**src/rtl/flappy_frame_gen.sv**
```systemverilog
// flappy_frame_gen: Flappy Bird game logic for a GS x GS LED matrix.
// Renders each new game state into a frame and hands it to the display
// driver through a valid/done handshake.
//
// state | meaning
// IDLE  | waiting for the first flap, frame shows the bird only
// RUN   | game running, ticks move the bird and the pipe
// OVER  | bird hit the floor or the pipe, waiting for a flap to restart
module flappy_frame_gen #(
  parameter int          GS         = 8,
  parameter logic [23:0] TICK_COUNT = 24'd10_000_000
) (
  input  logic             clk,
  input  logic             reset,
  input  logic             flap_i,
  input  logic             frame_done_i,
  output logic [GS*GS-1:0] frame_o,
  output logic             frame_valid_o,
  output logic [7:0]       score_o,
  output logic             game_over_o
);

  localparam int          LW      = $clog2(GS);
  localparam logic [LW-1:0] ROW_MAX = LW'(GS - 1);
  localparam logic [LW-1:0] ROW_MID = LW'(GS / 2);
  localparam logic [LW-1:0] GAP_MAX = LW'(GS - 3);
  localparam logic [LW-1:0] GAP_ADJ = LW'(GS - 2);
  localparam logic [LW-1:0] GAP_RST = LW'(2);

  typedef enum logic [1:0] {IDLE, RUN, OVER} state_t;

  state_t          state, state_nx;
  logic [LW-1:0]   bird_row, bird_nx;
  logic [LW-1:0]   pipe_col, pipe_nx;
  logic [LW-1:0]   gap_top, gap_nx;
  logic [7:0]      lfsr, lfsr_nx;
  logic [7:0]      score_nx;
  logic [23:0]     tick_cnt;
  logic            flap_q, flap_pend, tick_pend, frame_req;
  logic            flap_edge, tick, busy, do_update, new_game;
  logic [GS*GS-1:0] frame_img;

  assign flap_edge   = flap_i & ~flap_q;
  assign tick        = (state == RUN) && (tick_cnt == TICK_COUNT - 24'd1);
  // A frame waiting to be latched counts as busy so updates never overwrite it.
  assign busy        = frame_valid_o | frame_req;
  assign do_update   = (state == RUN) && !busy && (tick || tick_pend);
  assign new_game    = (state == OVER) && flap_edge;
  assign game_over_o = (state == OVER);

  // Next-state and game update: bird, then pipe, then collision, then score.
  always_comb begin
    state_nx = state;
    bird_nx  = bird_row;
    pipe_nx  = pipe_col;
    gap_nx   = gap_top;
    lfsr_nx  = lfsr;
    score_nx = score_o;
    case (state)
      IDLE: if (flap_edge) state_nx = RUN;
      RUN: if (do_update) begin
        if (flap_pend)                bird_nx = (bird_row < LW'(2)) ? '0 : bird_row - LW'(2);
        else if (bird_row == ROW_MAX) state_nx = OVER;
        else                          bird_nx = bird_row + LW'(1);
        if (pipe_col == '0) begin
          pipe_nx = ROW_MAX;
          lfsr_nx = {lfsr[6:0], lfsr[7] ^ lfsr[5] ^ lfsr[4] ^ lfsr[3]};
          gap_nx  = (lfsr_nx[LW-1:0] > GAP_MAX) ? lfsr_nx[LW-1:0] - GAP_ADJ : lfsr_nx[LW-1:0];
        end else begin
          pipe_nx = pipe_col - LW'(1);
        end
        if ((pipe_nx == LW'(1)) && ((bird_nx < gap_nx) || (bird_nx > gap_nx + LW'(2))))
          state_nx = OVER;
        if ((pipe_nx == '0) && (score_o != 8'hFF)) score_nx = score_o + 8'd1;
      end
      OVER: if (flap_edge) begin
        state_nx = IDLE;
        bird_nx  = ROW_MID;
        pipe_nx  = ROW_MAX;
        gap_nx   = GAP_RST;
        lfsr_nx  = 8'hA5;
        score_nx = 8'd0;
      end
      default: state_nx = IDLE;
    endcase
  end

  // Render the current game state; the pipe is hidden in IDLE.
  always_comb begin
    frame_img = '0;
    for (int r = 0; r < GS; r++) begin
      for (int c = 0; c < GS; c++) begin
        frame_img[r*GS+c] = ((c == 1) && (bird_row == LW'(r))) ||
                            ((state != IDLE) && (pipe_col == LW'(c)) &&
                             ((LW'(r) < gap_top) || (LW'(r) > gap_top + LW'(2))));
      end
    end
  end

  // State registers, tick timer, flap/tick pending flags and frame handshake.
  always_ff @(posedge clk) begin
    if (reset) begin
      state         <= IDLE;
      bird_row      <= ROW_MID;
      pipe_col      <= ROW_MAX;
      gap_top       <= GAP_RST;
      lfsr          <= 8'hA5;
      score_o       <= 8'd0;
      tick_cnt      <= 24'd0;
      flap_q        <= 1'b0;
      flap_pend     <= 1'b0;
      tick_pend     <= 1'b0;
      frame_req     <= 1'b1;
      frame_o       <= '0;
      frame_valid_o <= 1'b0;
    end else begin
      state    <= state_nx;
      bird_row <= bird_nx;
      pipe_col <= pipe_nx;
      gap_top  <= gap_nx;
      lfsr     <= lfsr_nx;
      score_o  <= score_nx;
      flap_q   <= flap_i;

      if (state == RUN) tick_cnt <= tick ? 24'd0 : tick_cnt + 24'd1;
      else              tick_cnt <= 24'd0;

      // A flap arriving with a tick is kept for the following tick.
      if (state != RUN)   flap_pend <= 1'b0;
      else if (flap_edge) flap_pend <= 1'b1;
      else if (do_update) flap_pend <= 1'b0;

      if (state != RUN)       tick_pend <= 1'b0;
      else if (do_update)     tick_pend <= 1'b0;
      else if (tick && busy)  tick_pend <= 1'b1;

      if (frame_valid_o) begin
        if (frame_done_i) frame_valid_o <= 1'b0;
      end else if (frame_req) begin
        frame_o       <= frame_img;
        frame_valid_o <= 1'b1;
        frame_req     <= 1'b0;
      end
      if (do_update || new_game) frame_req <= 1'b1;
    end
  end

endmodule

```
**config.mk**
```make
export PLATFORM = sky130hd
export DESIGN_NAME = flappy_frame_gen
export DESIGN_NICKNAME = d
export VERILOG_FILES = /design/src/rtl/flappy_frame_gen.sv
export SDC_FILE = /design/constraint.sdc
export NUM_CORES = 1
export LEC_CHECK = 0
export BUFFER_PORTS_ARGS = -buffer_cell sky130_fd_sc_hd__clkbuf_2
export CAP_MARGIN = 30
export CELL_PAD_IN_SITES_DETAIL_PLACEMENT = 1
export CELL_PAD_IN_SITES_GLOBAL_PLACEMENT = 1
export CORE_UTILIZATION = 48
export CTS_BUF_LIST = sky130_fd_sc_hd__clkbuf_2 sky130_fd_sc_hd__clkbuf_4 sky130_fd_sc_hd__clkbuf_8
export DETAILED_ROUTE_END_ITERATION = 12
export PLACE_DENSITY_LB_ADDON = 0.15
export SYNTH_ARGS = -nofsm -noshare
export SYNTH_HDL_FRONTEND = slang
export SYNTH_SLANG_ARGS = --single-unit
```
**constraint.sdc**
```tcl
create_clock -name clk -period 4.11 [get_ports clk]
set_input_delay 0.2055 -clock clk [delete_from_list [all_inputs] [get_ports clk]]
set_output_delay 0.2055 -clock clk [all_outputs]
set_load 0.01 [all_outputs]
```
Word-level counts from Yosys, hierarchy flattened
Index checks and enable logic that the tools add are counted.
- $add $sub $neg: 8
- $lt $le $gt $ge: 20
- equality and inequality tests: 27
- mux-type cells: 41
- bitwise gates (word level): 8
- reduce and logical (&&, ||, !) cells: 115
- operators by type and width (operator ; count):
    $logic_and 1x1->1 ; 79
    $mux 3 ; 18
    $mux 8 ; 6
    $pmux 8 s2 ; 2
    $add 24x1->24 const B ; 1
    $eq 24x24->1 const B ; 1
    $eq 3x3->1 const B ; 8
    $logic_or 1x1->1 ; 19
    $pmux 3 s2 ; 3
    $eq 3x2->1 const B ; 4
    $gt 3x3->1 const A ; 4
    $lt 3x3->1 const A ; 4
    $mux 2 ; 6
    $eq 3x1->1 const B ; 3
    $logic_not 3->1 ; 3
    $add 8x1->8 const B ; 1
    $ne 2x1->1 const B ; 4
    $ne 8x8->1 const B ; 1
    $reduce_and 4->1 ; 2
    $add 3x2->3 const B ; 2
    $gt 1x3->1 const A ; 2
    $gt 2x3->1 const A ; 2
    $lt 1x3->1 const A ; 2
    $lt 2x3->1 const A ; 2
    27 further kinds ; 40
- register bits: 120
- bits of input ports: 4
- output and inout port bits: 74
- logic and storage cells: 232

Logic depth before layout (Yosys ltp)
- depth after elaboration: 15
- mapped depth: 13
- mapped depth without buffers: 12

Least setup slack after synthesis
Ideal clock, no wire load.
- path kind: reg-to-reg
- start: register pipe_col[0]
- end: register state[0]
- library setup time: 0.072 ns
- arrival: 2.513 ns
- data required time: 4.038 ns
- path slack: 1.526 ns
- cell stages (with the launch flop): 14
- buffers on the path: 1
- clock period less this slack: 2.584 ns
- path through: dfxtp_1 inv_1 ha_1 nand2b_1 clkbuf_1 nand2_1 o21a_1 xnor2_1 ha_1 or2_2 o211ai_1 a21oi_1 o211ai_1 mux2i_1
- cells in the longest elaborated chain, start to end: 11
- elaborated cells on any way between the ends: 20
- classes of those cells: add/sub: 2; order compare: 2; eq/ne: 3; mux: 9; reduce/logical: 4
- ends and longest elaborated chain (element ; line ; text):
    start, declared ; 34 ; logic [LW-1:0] pipe_col, pipe_nx;
    start signal, assigned ; 119 ; pipe_col <= pipe_nx;
    $logic_not 3->1 ; 65 ; if (pipe_col == '0) begin
    $mux 3 ; 65 ;
    $mux 3 ; 61 ; RUN: if (do_update) begin
    $mux 3 ; 59 ; case (state)
    $add 3x2->3 ; 72 ; if ((pipe_nx == LW'(1)) && ((bird_nx < gap_nx) || (bird_nx > gap_nx + LW'(2))))
    $gt 3x3->1 ; 72 ;
    $logic_or 1x1->1 ; 72 ;
    $logic_and 1x1->1 * ; 72 ;
    $mux 2 ; 72 ;
    $mux 2 ; 61 ;
    $pmux 2 s3 ; 59 ;
    end signal, assigned ; 117 ; state <= state_nx;
    end, declared ; 32 ; state_t state, state_nx;
Every way passes the cells marked *; elsewhere a longest branch is shown, timed or not. The select of a mux whose other input is x is not followed.
A chain may end at the register's enable or synchronous reset.

Worst setup path in the final report
- start: register pipe_col[0]
- end: register state[1]
The elaborated chain is that of the path after synthesis.

==> results_dict.tcl <==
set metrics [dict create \
    startpoint_type "flip-flop" \
    worstHoldPathType "in2reg" \
    routabilityCongestion 0.839 \
    portBuffers 77 \
    required_ps 4490 \
    grtUsageTotal 0.267 \
    via_count 4823 \
    layout.nets 714 \
    row_count 38 \
    cts_sinks 120 \
    setup_tns_ps 0 \
    placed_cells 800 \
    grt_pass1_vias 4911 \
    r2r_setup_slack_ps 880 \
    maxCapViolations 0 \
    wire_per_inst_um 17.7 \
    cp_max_fo 11 \
    postSynth.asyncResetShare 0 \
    max_freq_mhz 310 \
    synth.avg_cell_area_um2 8.92 \
    dieArea_mm2 0.0118 \
    power_frac_comb 0.198 \
    power_frac_seq 0.442 \
    grt_pass1_wl_um 24300 \
    antenna_found_initial 0 \
    worstSetupPathType "reg2reg" \
    cts.path.max_buffers 2 \
    dr.pass1.iters 4 \
    clkTransAtPathRegs_ps 70 \
    synth_edf_count 0 \
    end_kind "flip-flop" \
    via_per_inst 5.78 \
    outcome "finished, final reports clean" \
    crit_chain "inv_1 -> ha_1 -> nand2b_1 -> nor3b_1 -> a21oi_1 -> xnor2_1 -> ha_1 -> or2_2 -> o211ai_1 -> a21oi_1 -> o211ai_1 -> mux2i_1" \
    p_clk_frac 0.360 \
    grt.overflow.total 0 \
    finalCritPeriodShare 0.786 \
    drive_above_1_share 0.192 \
    gr-max-usage-layer "met2" \
    ys_warn_count 0 \
    syn2layout_area_growth_pct 16.0 \
    clk_latency_ps 450 \
    cp_slowest_cell "ha_1" \
    rsz0062_at_grt "no" \
    cp.arrival_ps 3610 \
    peakVddDrop_mv 0.211 \
    syn_area_mm2 0.00544 \
    dp_hpwl_um 10300 \
    tritoncts "done" \
    n_antenna_cell 0 \
    synthFlopType "dfxtp_1" \
    initial_utilization 0.497 \
    wl_um 14800 \
    switching_share 0.311 \
    die_x_um 108 \
    groute.layer.met2.usage 0.479 \
    fin_crit_ps 3230 \
    cts_max_level 4 \
    use_met1 0.308 \
    p_leak_nw 2.48 \
    core_mm2 0.0109 \
    hold_viol_final 0 \
    io_pins 78 \
    ant_nets 0 \
    grtUsageMet3 0.0651 \
    cts-resized-gates 0 \
    grt_max_degree 84 \
    yosysSeqAreaShare 0.442 \
    synth_cell_types 59 \
    route.detailed.drc 0 \
    stdcell_count 834 \
    synthCells 610 \
    cpPeakStageDelay_ps 410 \
    cts-root-buf "clkbuf_8" \
    synth_fp_nets 642 \
    p_switching_w 0.000886 \
    setup_violations 0 \
    p_per_area_mw_per_mm2 452 \
    cts_buffers 17 \
    slew_headroom 0.388 \
    power.internal_w 0.00197 \
    drt_iter0_drc 258 \
    worstMarginPinSlew_ps 915 \
    maxSlewViolCount 0 \
    skew_ps 7.29 \
    ys_ff_latch 120 \
    dieHeight_um 108 \
]
==> area by class of cell <==
| type | instances | area (µm²) |
|---|---|---|
| fill | 1304 | 4620 |
| multi-input combinational | 445 | 2860 |
| sequential | 120 | 2400 |
| timing repair buffer | 85 | 448 |
| clock buffer | 21 | 270 |
| tap | 140 | 175 |
| clock inverter | 10 | 104 |
| inverter | 13 | 48.8 |
==> per-stage QoR <==
stage / area [µm²] / hold WS [ps] / power (W) / utilization / worst slack (ps)
global placement: 5900 / 411 / 0.00181 / 0.540 / 1200
floorplan: 5440 / 309 / 0.00167 / - / 1530
global route: 6310 / 281 / 0.00299 / 0.577 / 632
detailed placement: 5910 / 427 / 0.00184 / 0.541 / 914
CTS: 6310 / 248 / 0.00287 / 0.577 / 885
finish: 6310 / 273 / 0.00285 / 0.577 / 881
==> cell usage in the layout, fill, tap and decap left out, types with 6 or more instances in the layout <==
| cell type | Yosys | final |
|---|---|---|
| nor2_1 | 102 | 102 |
| ha_1 | 28 | 28 |
| nor2b_1 | 6 | 6 |
| nand2_1 | 43 | 43 |
| clkbuf_2 | 0 | 77 |
| clkbuf_8 | 0 | 18 |
| a22oi_1 | 35 | 35 |
| o211ai_1 | 9 | 9 |
| nand2b_1 | 11 | 10 |
| o21ai_0 | 10 | 10 |
| xor2_1 | 15 | 15 |
| inv_1 | 13 | 13 |
| nand4_1 | 16 | 16 |
| nor3_1 | 11 | 11 |
| xnor2_1 | 11 | 11 |
| dfxtp_1 | 120 | 120 |
| a32oi_1 | 14 | 14 |
| or2_2 | 6 | 6 |
| a21oi_1 | 15 | 15 |
| and3_1 | 9 | 9 |
| mux2i_1 | 6 | 6 |
| clkinv_2 | 0 | 7 |
| nand3_1 | 20 | 20 |
==> power by group through the flow <==
stage	sequential [W]	clock, W	combinational [W]
floorplan	0.00129	0	0.000381
global placement	0.00128	0	0.000531
detailed placement	0.00129	0	0.000555
CTS	0.00126	0.00104	0.000565
global route	0.00127	0.00110	0.000625
finish	0.00126	0.00103	0.000565
==> worst max-delay path: cells and delay by family, from the launching register on <==
kind | cells | cell delay, ps
compound gates | 4 | 590
xor+xnor | 1 | 170
fa+ha+maj | 2 | 720
buf+inv | 1 | 140
flops | 1 | 360
mux | 1 | 230
simple gates | 3 | 950
==> cells in the mapped netlist (3+ instances only) <==
cell	count	area (µm²)
a32oi_1	14	123
o22a_1	3	26.3
nand3b_1	4	30.0
nor2b_1	6	37.5
inv_1	13	48.8
dfxtp_1	120	2400
nand4_1	16	100
o22ai_1	3	18.8
xor2_1	15	131
a22oi_1	35	263
clkbuf_1	24	90.1
a221oi_1	5	43.8
a21oi_1	15	75.1
mux2i_1	6	60.1
and4_1	4	35.0
or2_2	6	37.5
buf_1	4	15.0
nor2_1	102	383
nand2b_1	11	68.8
and2_1	4	25.0
and3_1	9	56.3
a31oi_1	3	18.8
or4_1	3	22.5
o31ai_1	4	30.0
nor3b_1	5	37.5
buf_2	3	15.0
ha_1	28	350
nor4_2	3	37.5
a211oi_1	3	22.5
nand2_1	43	161
o21ai_0	10	50.1
a22o_1	5	43.8
xnor2_1	11	96.3
nand3_1	20	100
nor3_1	11	55.1
o211ai_1	9	67.6
==> cell families after synthesis <==
family / Yosys count / share of synthesized area
DFF: 120 / 0.442
muxes: 6 / 0.0110
buffers and inverters: 45 / 0.0324
adders and majority gates: 28 / 0.0644
AOI/OAI and AO/OA: 123 / 0.166
xor gates and xnor gates: 26 / 0.0419
and+or+nand+nor: 262 / 0.243
==> registers in the layout, summed over array words and instances, names as in the netlist <==
| name | count |
|---|---|
| tick_pend | 1 |
| pipe_col | 3 |
| frame_req | 1 |
| state | 2 |
| gap_top | 3 |
| lfsr | 8 |
| flap_q | 1 |
| frame_o | 64 |
| flap_pend | 1 |
| bird_row | 3 |
| score_o | 8 |
| tick_cnt | 24 |
| frame_valid_o | 1 |
==> metal layers <==
metal	wire, µm	up-vias
li1	-	2335
met1	6300	2363
met2	7650	105
met3	587	20
met4	232	0
met5	0	-
==> worst paths after layout <==
check	startpoint	to	depth (start not counted)
setup reg to reg	pipe_col[0]	state[1]	12
hold / removal	reset	gap_top[1]	4
setup / recovery	pipe_col[0]	state[1]	12
hold reg to reg	frame_o[63]	frame_o[63]	2
==> repair_timing <==
item	4_1_cts	5_1_grt
hold buffers	2	0
endpoints found under the hold margin	2	0
buffers inserted	0	0
No activity file was read; power rests on OpenSTA's default activity.
